File: src/rtl/axis_pattern_burst_ctrl.sv
// AXI-Stream pattern generator: bursts of incrementing data separated by idle gaps.
// One start runs cfg_num_bursts bursts (0 = run until abort); abort ends cleanly on a beat.
module axis_pattern_burst_ctrl #(
    parameter int M00_AXIS_TDATA_WIDTH = 32,
    parameter int COUNTER_START        = 1,
    parameter int COUNTER_INCR         = 1,
    parameter int CFG_WIDTH            = 16
) (
    input  logic                            m_axis_aclk,
    input  logic                            m_axis_areset,
    input  logic                            start,
    input  logic                            abort,
    input  logic [CFG_WIDTH-1:0]            cfg_burst_len,
    input  logic [CFG_WIDTH-1:0]            cfg_num_bursts,
    input  logic [CFG_WIDTH-1:0]            cfg_gap,
    input  logic                            m_axis_tready,
    output logic [M00_AXIS_TDATA_WIDTH-1:0] m_axis_tdata,
    output logic                            m_axis_tvalid,
    output logic                            m_axis_tlast,
    output logic                            busy,
    output logic                            done,
    output logic [CFG_WIDTH-1:0]            burst_cnt
);

    // state | meaning
    // IDLE  | waiting for start, tvalid low
    // SEND  | presenting beats of the current burst
    // GAP   | tvalid low, counting idle cycles before the next burst
    typedef enum logic [1:0] {
        IDLE = 2'd0,
        SEND = 2'd1,
        GAP  = 2'd2
    } state_t;

    localparam logic [M00_AXIS_TDATA_WIDTH-1:0] START_V = M00_AXIS_TDATA_WIDTH'(COUNTER_START);
    localparam logic [M00_AXIS_TDATA_WIDTH-1:0] INCR_V  = M00_AXIS_TDATA_WIDTH'(COUNTER_INCR);
    localparam logic [CFG_WIDTH-1:0]            CFG_ONE = CFG_WIDTH'(1);
    localparam logic [CFG_WIDTH-1:0]            CFG_TWO = CFG_WIDTH'(2);

    state_t                            state_q, state_d;
    logic [M00_AXIS_TDATA_WIDTH-1:0]   tdata_q, tdata_d;
    logic                              tvalid_q, tvalid_d;
    logic                              tlast_q, tlast_d;
    logic                              busy_q, busy_d;
    logic                              done_q, done_d;
    logic                              abort_q, abort_d;
    logic [CFG_WIDTH-1:0]              burst_cnt_q, burst_cnt_d;
    logic [CFG_WIDTH-1:0]              len_q, len_d;
    logic [CFG_WIDTH-1:0]              num_q, num_d;
    logic [CFG_WIDTH-1:0]              gap_q, gap_d;
    logic [CFG_WIDTH-1:0]              beat_rem_q, beat_rem_d;
    logic [CFG_WIDTH-1:0]              gap_rem_q, gap_rem_d;

    logic                 accept;
    logic                 abort_now;
    logic [CFG_WIDTH-1:0] len_eff;

    assign accept    = tvalid_q & m_axis_tready;
    assign abort_now = abort_q | abort;
    assign len_eff   = (cfg_burst_len == '0) ? CFG_ONE : cfg_burst_len;

    always_comb begin
        state_d     = state_q;
        tdata_d     = tdata_q;
        tvalid_d    = tvalid_q;
        tlast_d     = tlast_q;
        done_d      = 1'b0;
        abort_d     = abort_q;
        burst_cnt_d = burst_cnt_q;
        len_d       = len_q;
        num_d       = num_q;
        gap_d       = gap_q;
        beat_rem_d  = beat_rem_q;
        gap_rem_d   = gap_rem_q;

        case (state_q)
            IDLE: begin
                if (start && !abort) begin
                    len_d       = len_eff;
                    num_d       = cfg_num_bursts;
                    gap_d       = cfg_gap;
                    burst_cnt_d = '0;
                    tdata_d     = START_V;
                    tvalid_d    = 1'b1;
                    tlast_d     = (len_eff == CFG_ONE);
                    beat_rem_d  = len_eff;
                    abort_d     = 1'b0;
                    state_d     = SEND;
                end
            end
            SEND: begin
                if (accept) begin
                    if (tlast_q) begin
                        burst_cnt_d = burst_cnt_q + CFG_ONE;
                    end
                    if (abort_now) begin
                        state_d  = IDLE;
                        tvalid_d = 1'b0;
                        tlast_d  = 1'b0;
                        abort_d  = 1'b0;
                    end else if (tlast_q) begin
                        if ((num_q != '0) && ((burst_cnt_q + CFG_ONE) == num_q)) begin
                            state_d  = IDLE;
                            tvalid_d = 1'b0;
                            tlast_d  = 1'b0;
                            done_d   = 1'b1;
                        end else if (gap_q == '0) begin
                            tdata_d    = START_V;
                            tlast_d    = (len_q == CFG_ONE);
                            beat_rem_d = len_q;
                        end else begin
                            state_d   = GAP;
                            tvalid_d  = 1'b0;
                            tlast_d   = 1'b0;
                            gap_rem_d = gap_q;
                        end
                    end else begin
                        tdata_d    = tdata_q + INCR_V;
                        beat_rem_d = beat_rem_q - CFG_ONE;
                        tlast_d    = (beat_rem_q == CFG_TWO);
                    end
                end else if (abort) begin
                    // stalled beat becomes the closing beat of the sequence
                    abort_d = 1'b1;
                    tlast_d = 1'b1;
                end
            end
            GAP: begin
                if (abort) begin
                    state_d = IDLE;
                end else if (gap_rem_q == CFG_ONE) begin
                    state_d    = SEND;
                    tvalid_d   = 1'b1;
                    tdata_d    = START_V;
                    tlast_d    = (len_q == CFG_ONE);
                    beat_rem_d = len_q;
                end else begin
                    gap_rem_d = gap_rem_q - CFG_ONE;
                end
            end
            default: begin
                state_d  = IDLE;
                tvalid_d = 1'b0;
                tlast_d  = 1'b0;
            end
        endcase

        busy_d = (state_d != IDLE);
    end

    always_ff @(posedge m_axis_aclk) begin
        if (m_axis_areset) begin
            state_q     <= IDLE;
            tdata_q     <= START_V;
            tvalid_q    <= 1'b0;
            tlast_q     <= 1'b0;
            busy_q      <= 1'b0;
            done_q      <= 1'b0;
            abort_q     <= 1'b0;
            burst_cnt_q <= '0;
            len_q       <= '0;
            num_q       <= '0;
            gap_q       <= '0;
            beat_rem_q  <= '0;
            gap_rem_q   <= '0;
        end else begin
            state_q     <= state_d;
            tdata_q     <= tdata_d;
            tvalid_q    <= tvalid_d;
            tlast_q     <= tlast_d;
            busy_q      <= busy_d;
            done_q      <= done_d;
            abort_q     <= abort_d;
            burst_cnt_q <= burst_cnt_d;
            len_q       <= len_d;
            num_q       <= num_d;
            gap_q       <= gap_d;
            beat_rem_q  <= beat_rem_d;
            gap_rem_q   <= gap_rem_d;
        end
    end

    assign m_axis_tdata  = tdata_q;
    assign m_axis_tvalid = tvalid_q;
    assign m_axis_tlast  = tlast_q;
    assign busy          = busy_q;
    assign done          = done_q;
    assign burst_cnt     = burst_cnt_q;

endmodule

File: config.mk
export PLATFORM = sky130hd
export DESIGN_NAME = axis_pattern_burst_ctrl
export DESIGN_NICKNAME = d
export VERILOG_FILES = /design/src/rtl/axis_pattern_burst_ctrl.sv
export SDC_FILE = /design/constraint.sdc
export NUM_CORES = 1
export LEC_CHECK = 0
export BUFFER_PORTS_ARGS = -buffer_cell sky130_fd_sc_hd__buf_4
export CAP_MARGIN = 30
export CORE_UTILIZATION = 62
export CTS_CLUSTER_SIZE = 10
export DETAILED_ROUTE_END_ITERATION = 6
export GPL_TIMING_DRIVEN = 0
export PLACE_DENSITY_LB_ADDON = 0.05
export SLEW_MARGIN = 20
export SYNTH_ARGS = -nofsm -noshare
export SYNTH_HDL_FRONTEND = slang
export SYNTH_SLANG_ARGS = --single-unit
File: constraint.sdc
create_clock -name m_axis_aclk -period 5.4 [get_ports m_axis_aclk]
set_input_delay 1.62 -clock m_axis_aclk [delete_from_list [all_inputs] [get_ports m_axis_aclk]]
set_output_delay 1.62 -clock m_axis_aclk [all_outputs]
set_load 0.1 [all_outputs]
==> results of run 1 <==
per-stage QoR:
stage	power (mW)	cells	hold slack [ns]	utilization (%)	instance area (um^2)
after detailed placement	1.47	1222	0.460	72.9	8460
final	2.71	1254	0.467	78.3	9090
after floorplan	1.35	977	0.445	-	7520
after global placement	1.47	1222	0.454	72.9	8460
after CTS	2.70	1254	0.469	78.3	9090
after global routing	2.79	1254	0.496	78.3	9090
report_power, final:
part           total (mW)  internal [mW]  switching [mW]
combinational       0.393          0.139           0.254
clock                1.24          0.793           0.450
sequential           1.07           1.03          0.0393
how the worst max path moves through the flow:
stage	from	end	slack, ns	depth (start not counted)
after floorplan	abort	m_axis_tdata[17]	1.91	8
after global placement	abort	m_axis_tdata[4]	1.32	7
after detailed placement	abort	m_axis_tdata[23]	1.29	7
after CTS	abort	m_axis_tdata[23]	1.74	7
after global routing	burst_cnt[0]	m_axis_tdata[23]	1.37	11
final	abort	m_axis_tdata[23]	1.69	7
final cells by class:
type / count / share of cell area, %
inverter: 23 / 0.949
sequential: 135 / 29.7
buffer: 63 / 3.39
clock buffer: 19 / 4.98
timing repair buffer: 102 / 8.42
tap: 143 / 1.97
clock inverter: 13 / 1.95
multi-input combinational: 756 / 48.6
flip-flops by register name (all words and copies together) (netlist names):
register,count
m_axis_tlast,1
m_axis_tvalid,1
len_q,16
done,1
num_q,16
state_q,2
abort_q,1
beat_rem_q,16
burst_cnt,16
gap_rem_q,16
m_axis_tdata,32
busy,1
gap_q,16
worst min-delay path, delay by kind of cell (launching register included):
| kind | cells | cell delay (ns) |
|---|---|---|
| flip-flops | 1 | 0.31 |
| AO/OA/AOI/OAI | 1 | 0.05 |
| AND/OR/NAND/NOR | 1 | 0.05 |
cells in the final DEF, fill, tap and decap left out, drive strengths merged, types with 3 or more instances in the layout:
master  synthesis  layout
mux2i           4       4
a21o            3       3
nor4           40      40
nand2         195     195
nor2           62      62
a22oi           8       8
bufinv          0       4
clkbuf         42      61
xnor2          40      40
nand4          23      23
nand2b          5       5
or4             9       9
and4           12      12
o211ai         23      23
o311ai          8       8
nor3           48      48
clkinv          0       7
a221oi          4       4
or3             5       5
xor2           14      14
a21boi          4       4
a41oi           3       3
nor4b           4       4
o21ai          28      28
o31ai           7       7
nor2b          13      13
dfxtp         135     135
nand3          27      27
o32ai           3       3
ha             10      10
and2            5       5
a31oi          11      11
inv            23      23
a211oi          5       5
and3            7       7
buf            21     123
o22ai           4       4
a21oi         100     100
kinds of logic (layout without fill, tap and decap cells):
logic type,count (synthesis),count (layout)
and+or+nand+nor,463,463
AOI/OAI and AO/OA,225,225
buffers and inverters,86,220
adders and majority gates,10,10
muxes,4,4
DFF,135,135
xor gates and xnor gates,54,54
routing by layer:
| metal | wire (um) | track usage [%] | up-vias |
|---|---|---|---|
| li1 | - | - | 3769 |
| met1 | 9410 | 47.4 | 3676 |
| met2 | 9850 | 55.5 | 380 |
| met3 | 1730 | 7.13 | 54 |
| met4 | 513 | 13.4 | 0 |
| met5 | 0 | 0 | - |
==> summary.md, run 1 <==
| Metric | Value |
|---|---|
| Status | finished, violations left |
| Violated checks | design-rule violations |
| First-pass GRT wire length | between 30,000 and 40,000 um |
| Post-Syn Instances | slightly below 1,000 |
| Combinational family with the most area after synthesis | simple AND/OR/NAND/NOR gates |
| Post-synthesis cell type count | between 70 and 80 |
| Clock Latency Late Sink | 0.44 ns |
| Number of flops mapped to enable cells by yosys | 0 |
| Final period util | 68.7% |
| RSZ-0062 raised after global routing | false |
| Hold Path Stages | 2 |
| IO Count | around 110 |
| Worst Setup End Kind | flop |
| Worst Tran Pin Value | between 0.7 and 0.8 ns |
| Place WS | between 1 and 1.5 ns |
| Final slew viol count | 0 |
| Register bit total from synthesis | ~140 |
| Critical path's slowest cell | o21ai_0 |
| DP HPWL | approximately 15,000 um |
| Final setup violation count | 0 |
| Mux contribution to synthesized area | less than 1% |
| Largest net degree at the start of global routing | 17 |
| Resize count post-CTS | 0 |
| Main synth FF type | dfxtp_1 |
| Worst path max stage delay | 0.52 ns |
| Net count, final | between 1,000 and 1,500 |
| Hold bufs inserted after CTS | 0 |
| Max-Cap Viols | 0 |
| Critical path peak fanout | 10 |
| Most used cell, CP | clkbuf_1 |
| Gr usage total | 35.1% |
| Die area | between 0.01 and 0.015 mm^2 |
| Worst-path clk slew | about 0.060 ns |
| Cell Area, Synth | between 0.007 and 0.008 mm^2 |
| WL final | about 22,000 um |
| Vias in the first global route | 7,244 |
| Maximum vdd drop | 0.000257 V |
| CTS tree | done |
| CP delay by family, top | compound AO/OA/AOI/OAI gates |
| Post-CTS Repair Setup Buffers | 0 |
| Asr flop ratio synth | 0% |
| Register area share after synthesis | between 30% and 40% |
| Post-route setup slack | roughly 1.7 ns |
| Worst Path Required | about 5.7 ns |
| WL per Instance | 17.1 um |
| Leakage | about 3.3 nW |
| Clk buf depth | 2 |
| Hold Vio Cnt, Final | 0 |
| DRC Markers | 10 |
| Syn. warnings | 0 |
| Worst r2r src | burst_cnt[0] |
| Post-synthesis xor/xnor area fraction | under 10% |
| Fmax | 269 MHz |
| Synth Area in Simple Gates | between 30% and 40% |
| Setup tns final | 0 ns |
| Initial core utilization | between 60% and 70% |
| DR vias | between 7,000 and 8,000 |
| Relative slew slack | 49.2% |
| Share of cells above drive strength 1 | between 15 and 20% |
| Top post-synthesis cells by count | nand2_1, dfxtp_1, a21oi_1, nor2_1, nor3_1 |
| Hold Path Sink | gap_q[3] |
| Crit path buf inv count | 2 |
| Post-synthesis compound-gate area fraction | a little under a fifth |
| Crit path time final | 3.71 ns |
| Number of CTS-inserted buffers | 17 |
| Synthesized area per cell | between 7 and 8 um^2 |
| Area growth syn-to-layout | 21.0% |
| HP Class | reg2reg |
| Chip width | 112 um |
| I/O Buffers | 102 |
| Multi-input gate area | 0.00442 mm^2 |
| Core area | ~0.012 mm^2 |
| Ant diodes | 0 |
| Worst Hold Launch | gap_q[3] |
| Top post-synthesis cells by area | dfxtp_1, nand2_1, a21oi_1, xnor2_1, nor3_1 |
| Net Count, Synth | 1,040 |
| Crit Reg-Reg Endpoint | gap_rem_q[12] |
| Reg2Reg Setup Slack | around 1.8 ns |
| DR iter-0 viols | 965 |
| Grt ovf | 0 |
| Initial antenna violation count | 0 |
| Htree depth | 4 |
| Setup crit start kind | input port |
| Leading area contributor after synthesis | dfxtp_1 |
| Via density | 6.28 |
| Filler instances | roughly 830 |
| Antenna Nets Post-Route | 0 |
| Clock Skew | ~0.010 ns |
| Critical path class | in2reg |
| FF/Latch Area | approximately 0.0027 mm^2 |
| Row Count | 39 |
| Yosys top cell area share | a little over a third |
| Data arrival, critical path | approximately 4 ns |
| CP Cell Sequence | clkbuf_1, o21ai_0, nor2b_1, nand4_2, o21ai_1, clkbuf_1, a21oi_1 |
| Die Y-Extent | between 100 and 150 um |
| Pwr/cell area | between 200 and 300 mW/mm^2 |
| Clock root cell | clkbuf_16 |
| Most common cell in the synthesized netlist | nand2_1 |
| Area share of fa/ha/maj cells after synthesis | 1.66% |
| DR pass1 iterations | 7 |
| GPL Wtd Cong | between 0.9 and 1 |
| CTS sink count | 135 |
| Register-to-Register Path Depth | 11 |
(Power assumes the default switching activity.)
==> run 2, diff against run 1 <==
Settings changed: CORE_UTILIZATION 62 to 58.
Clock period 5.4 ns to 3.77 ns, I/O delays scaled along.
==> summary.md, run 2 (same netlist as run 1, synthesis figures left out) <==
| Metric | Value |
|---|---|
| Relative slew slack | about two fifths |
| Critical path peak fanout | 10 |
| Hold bufs inserted after CTS | 0 |
| IO Count | approximately 110 |
| Net count, final | between 1,000 and 1,500 |
| Grt ovf | 0 |
| Dpl cell area | between 0.008 and 0.009 mm^2 |
| RSZ-0062 raised after global routing | false |
| Antenna Nets Post-Route | 0 |
| CP Cell Sequence | ha_1, buf_2, nand3_1, nor4_2, xor2_1, a2111oi_1, nand4_1, nand2_1, buf_2, nand2_1, a21oi_1 |
| CTS sink count | between 100 and 150 |
| Critical path class | reg2reg |
| Hold Vio Cnt, Final | 0 |
| DR vias | a little under 8,000 |
| Chip width | ~120 um |
| Largest register FFs | 32 |
| Clock Latency Late Sink | 0.42 ns |
| Fmax | between 200 and 300 MHz |
| Ant diodes | 0 |
| Clk buf depth | 2 |
| Crit path time final | roughly 3.4 ns |
| Clock Skew | 0.00834 ns |
| Htree depth | 4 |
| CTS tree | done |
| Vias in the first global route | 7,108 |
| Worst Path Required | 4.12 ns |
| Die area | 0.0134 mm^2 |
| Area growth syn-to-layout | 20.2% |
| Setup crit start kind | flop |
| WL per Instance | between 15 and 20 um |
| Critical path's slowest cell | a2111oi_1 |
| Initial core utilization | between 50% and 60% |
| Status | complete, no violations |
| DR iter-0 viols | just under 800 |
| Clock root cell | clkbuf_16 |
| DR pass1 iterations | 7 |
| Core area | 0.0126 mm^2 |
| Commonest non-fill, non-tap cell in the layout | nand2_1 |
| First-pass GRT wire length | 34,800 um |
| Worst-path clk slew | 0.06 ns |
| Maximum vdd drop | slightly below 0.0004 V |
| Row Count | just over 40 |
| GPL Wtd Cong | a little over 0.9 |
| Number of CTS-inserted buffers | 17 |
| Max-Cap Viols | 0 |
| Final core utilization | 71.6% |
| Place WS | between 0.03 and 0.04 ns |
| Final setup violation count | 0 |
| Leakage | between 3 and 4 nW |
| Gr usage total | between 30% and 40% |
| Worst Tran Pin Value | ~0.9 ns |
| Via density | around 6.1 |
| Post-route setup slack | 0.344 ns |
| Final slew viol count | 0 |
| Final period util | around 91% |
| Pwr/cell area | approximately 400 mW/mm^2 |
| Data arrival, critical path | between 3 and 4 ns |
| HP Class | reg2reg |
| Final instance area | between 0.009 and 0.01 mm^2 |
| WL final | about 22,000 um |
| CP startpoint | burst_cnt[0] |
| Die Y-Extent | around 120 um |
| Setup tns final | 0 ns |
| Worst Setup End Kind | flop |
| Worst path max stage delay | a little under 0.6 ns |
| I/O Buffers | a little over 100 |
| Share of cells above drive strength 1 | 16.2% |
| DP HPWL | about 16,000 um |
| Largest net degree at the start of global routing | 17 |
| Most frequent cells in the layout | nand2_1, dfxtp_1, buf_4, a21oi_1, nor2_1 |
| DRC Markers | 0 |
| Worst r2r src | burst_cnt[0] |
| Initial antenna violation count | 0 |
| Worst Hold Launch | gap_q[3] |
## run 2: final cells by class
cell class / instances / area [um^2]
Fill cell: 1096 / 3580
Timing Repair Buffer: 102 / 766
Tap cell: 172 / 215
Sequential cell: 135 / 2700
Clock inverter: 4 / 47.5
Multi-Input combinational cell: 756 / 4430
Inverter: 23 / 86.3
Buffer: 63 / 308
Clock buffer: 25 / 475
## run 2: worst paths after layout
path	end	slack (ns)	depth (start not counted)
max	beat_rem_q[13]	0.34	11
min	gap_q[3]	0.47	2
max reg2reg	beat_rem_q[13]	0.34	11
min reg2reg	gap_q[3]	0.47	2
## run 2: per-stage QoR
| step | total power, mW | instances | hold WS [ns] |
|---|---|---|---|
| 6_report | 3.61 | 1280 | 0.468 |
| 5_1_grt | 3.75 | 1280 | 0.487 |
| 4_1_cts | 3.61 | 1280 | 0.468 |
| 3_5_place_dp | 2.11 | 1251 | 0.459 |
| 3_3_place_gp | 2.11 | 1251 | 0.457 |
| 2_1_floorplan | 1.93 | 977 | 0.445 |
## run 2: per-layer routing
layer,vias up,routed length [um],global-route usage [%]
met4,0,414,12.1
met1,3660,9800,44.2
met2,311,10200,53.2
li1,3761,-,-
met3,41,1400,6.64
met5,-,0,0
## run 2: timing repair
action / CTS / global route
setup buffers: 0 / 0
setup endpoints to repair: 0 / 42
gates resized for setup: 0 / 3
## run 2: power by group
part | internal (mW) | switching [mW]
Clock | 0.927 | 0.584
Sequential | 1.48 | 0.0575
Combinational | 0.200 | 0.366
## run 2: worst max-delay path: cells and delay by family, from the launching register on
family	cells	cell delay, ns
fa+ha+maj	1	0.20
compound gates	2	0.75
buf+inv	2	0.50
simple gates	5	1.24
flops	1	0.52
xor+xnor	1	0.15
==> run 3, diff against run 2 <==
Clock period 3.77 ns to 3.3 ns, I/O delays scaled along.
==> summary.md, run 3 (same netlist as run 1, synthesis figures left out) <==
| Metric | Value |
|---|---|
| DP HPWL | about 16,000 um |
| Worst Setup End Kind | flop |
| WL final | about 22,000 um |
| Initial antenna violation count | 0 |
| I/O Buffers | between 100 and 150 |
| Gr usage total | 33.6% |
| Final period util | 92.6% |
| Clock Skew | 0.00679 ns |
| CP Cell Sequence | clkbuf_1, o21ai_0, nor2b_1, and4_4, nand2_1, buf_4, nor4_2, xnor2_1, nor2_1 |
| Final setup violation count | 0 |
| Largest net degree at the start of global routing | 17 |
| Final slew viol count | 0 |
| Grt ovf | 0 |
| GPL Wtd Cong | slightly above 0.9 |
| Die area | around 0.013 mm^2 |
| Relative slew slack | between 40% and 50% |
| Max-Cap Viols | 0 |
| CTS sink count | approximately 140 |
| Fmax | 327 MHz |
| Non-Filler Instances | between 1,000 and 1,500 |
| Place WS | -0.252 ns |
| IO Count | around 110 |
| RSZ-0062 raised after global routing | false |
| Via density | a little over 6 |
| CP delay by family, top | simple AND/OR/NAND/NOR gates |
| Data arrival, critical path | 3.35 ns |
| Chip width | approximately 120 um |
| Critical path peak fanout | 10 |
| Setup tns final | 0 ns |
| Leakage | approximately 3.3 nW |
| DRC Markers | 0 |
| Die Y-Extent | 116 um |
| Critical path's slowest cell | o21ai_0 |
| Ant diodes | 0 |
| Tot Pwr | roughly 4.2 mW |
| Critical path class | in2reg |
| Setup crit start kind | input port |
| Vias in the first global route | around 7,000 |
| Dpl cell area | 0.00851 mm^2 |
| Status | complete, no violations |
| Hold bufs inserted after CTS | 0 |
| CTS tree | done |
| Hold Vio Cnt, Final | 0 |
| Commonest non-fill, non-tap cell in the layout | nand2_1 |
| Worst Tran Pin Value | between 0.8 and 0.9 ns |
| Final instance area | roughly 0.009 mm^2 |
| Clock root cell | clkbuf_16 |
| Pwr/cell area | roughly 460 mW/mm^2 |
| Row Count | 41 |
| Post-route setup slack | ~0.24 ns |
| Crit path time final | roughly 3 ns |
| Share of cells above drive strength 1 | approximately 18% |
| Worst Path Required | between 3 and 4 ns |
| Htree depth | 4 |
| Clock Latency Late Sink | about 0.43 ns |
| Filler instances | approximately 1,100 |
| Largest register FFs | 32 |
| Antenna Nets Post-Route | 0 |
| DR vias | between 7,000 and 8,000 |
| DR pass1 iterations | 5 |
| Maximum vdd drop | between 0.0003 and 0.0004 V |
| WL per Instance | around 17 um |
| Worst-path clk slew | approximately 0.06 ns |
| Placed Instances | between 1,000 and 1,500 |
| Clk buf depth | 2 |
| HP Class | reg2reg |
| Initial core utilization | about three fifths |
| Net count, final | between 1,000 and 1,500 |
| Core area | 0.0126 mm^2 |
| Reg2Reg Setup Slack | around 0.25 ns |
| First-pass GRT wire length | ~35,000 um |
| Area growth syn-to-layout | 21.6% |
| Number of CTS-inserted buffers | 17 |
| DR iter-0 viols | 827 |
| Crit path buf inv count | 2 |
| Most frequent cells in the layout | nand2_1, dfxtp_1, buf_4, a21oi_1, nor2_1 |
| Worst path max stage delay | roughly 0.56 ns |
-- run 3: stage by stage --
step	utilization [%]	hold slack [ns]
after floorplan	-	0.445
after global placement	67.4	0.455
after detailed placement	67.4	0.465
after CTS	71.9	0.474
after global routing	72.4	0.497
final	72.4	0.474
-- run 3: power by group --
part	switching, mW	leakage, nW	internal, mW
clock network	0.687	0.273	1.13
registers	0.0651	1.10	1.69
logic	0.424	1.91	0.234
-- run 3: final cells by class --
class	instances	area [um^2]	share of cell area [%]
timing repair buffer	106	796	8.71
buffer	63	309	3.38
inverter	23	86.3	0.945
tap	172	215	2.35
sequential	135	2710	29.7
multi-input combinational	756	4470	48.9
clock inverter	3	40.0	0.438
clock buffer	27	513	5.61
-- run 3: final timing paths --
kind	start	endpoint	cells after the start
min reg2reg	gap_q[3]	gap_q[3]	2
max reg2reg	burst_cnt[0]	beat_rem_q[13]	12
min	gap_q[3]	gap_q[3]	2
max	abort	m_axis_tdata[26]	9
-- run 3: metal layers --
metal	share of wire [%]	track usage, %
met1	46	46.7
met2	46	52.3
met3	6.5	6.12
met4	2.3	11.6
met5	0	0
-- run 3: what timing repair did --
| action | 4_1_cts | 5_1_grt |
|---|---|---|
| endpoints found under the setup margin | 43 | 56 |
| gates resized for setup | 1 | 10 |
| setup buffers | 2 | 2 |
| pin swaps | 1 | 2 |
| cloned | 0 | 0 |
-- run 3: worst register-to-register path, stage by stage, from the launching register on --
cell and delay (ns):
dfxtp_2 0.37, ha_1 0.21, buf_2 0.17, o21ba_2 0.20
a221oi_1 0.36, o221ai_2 0.17, a2111oi_1 0.41, and4_1 0.31
buf_6 0.16, nor2_4 0.08, buf_2 0.22, o211ai_1 0.17
a21oi_1 0.10
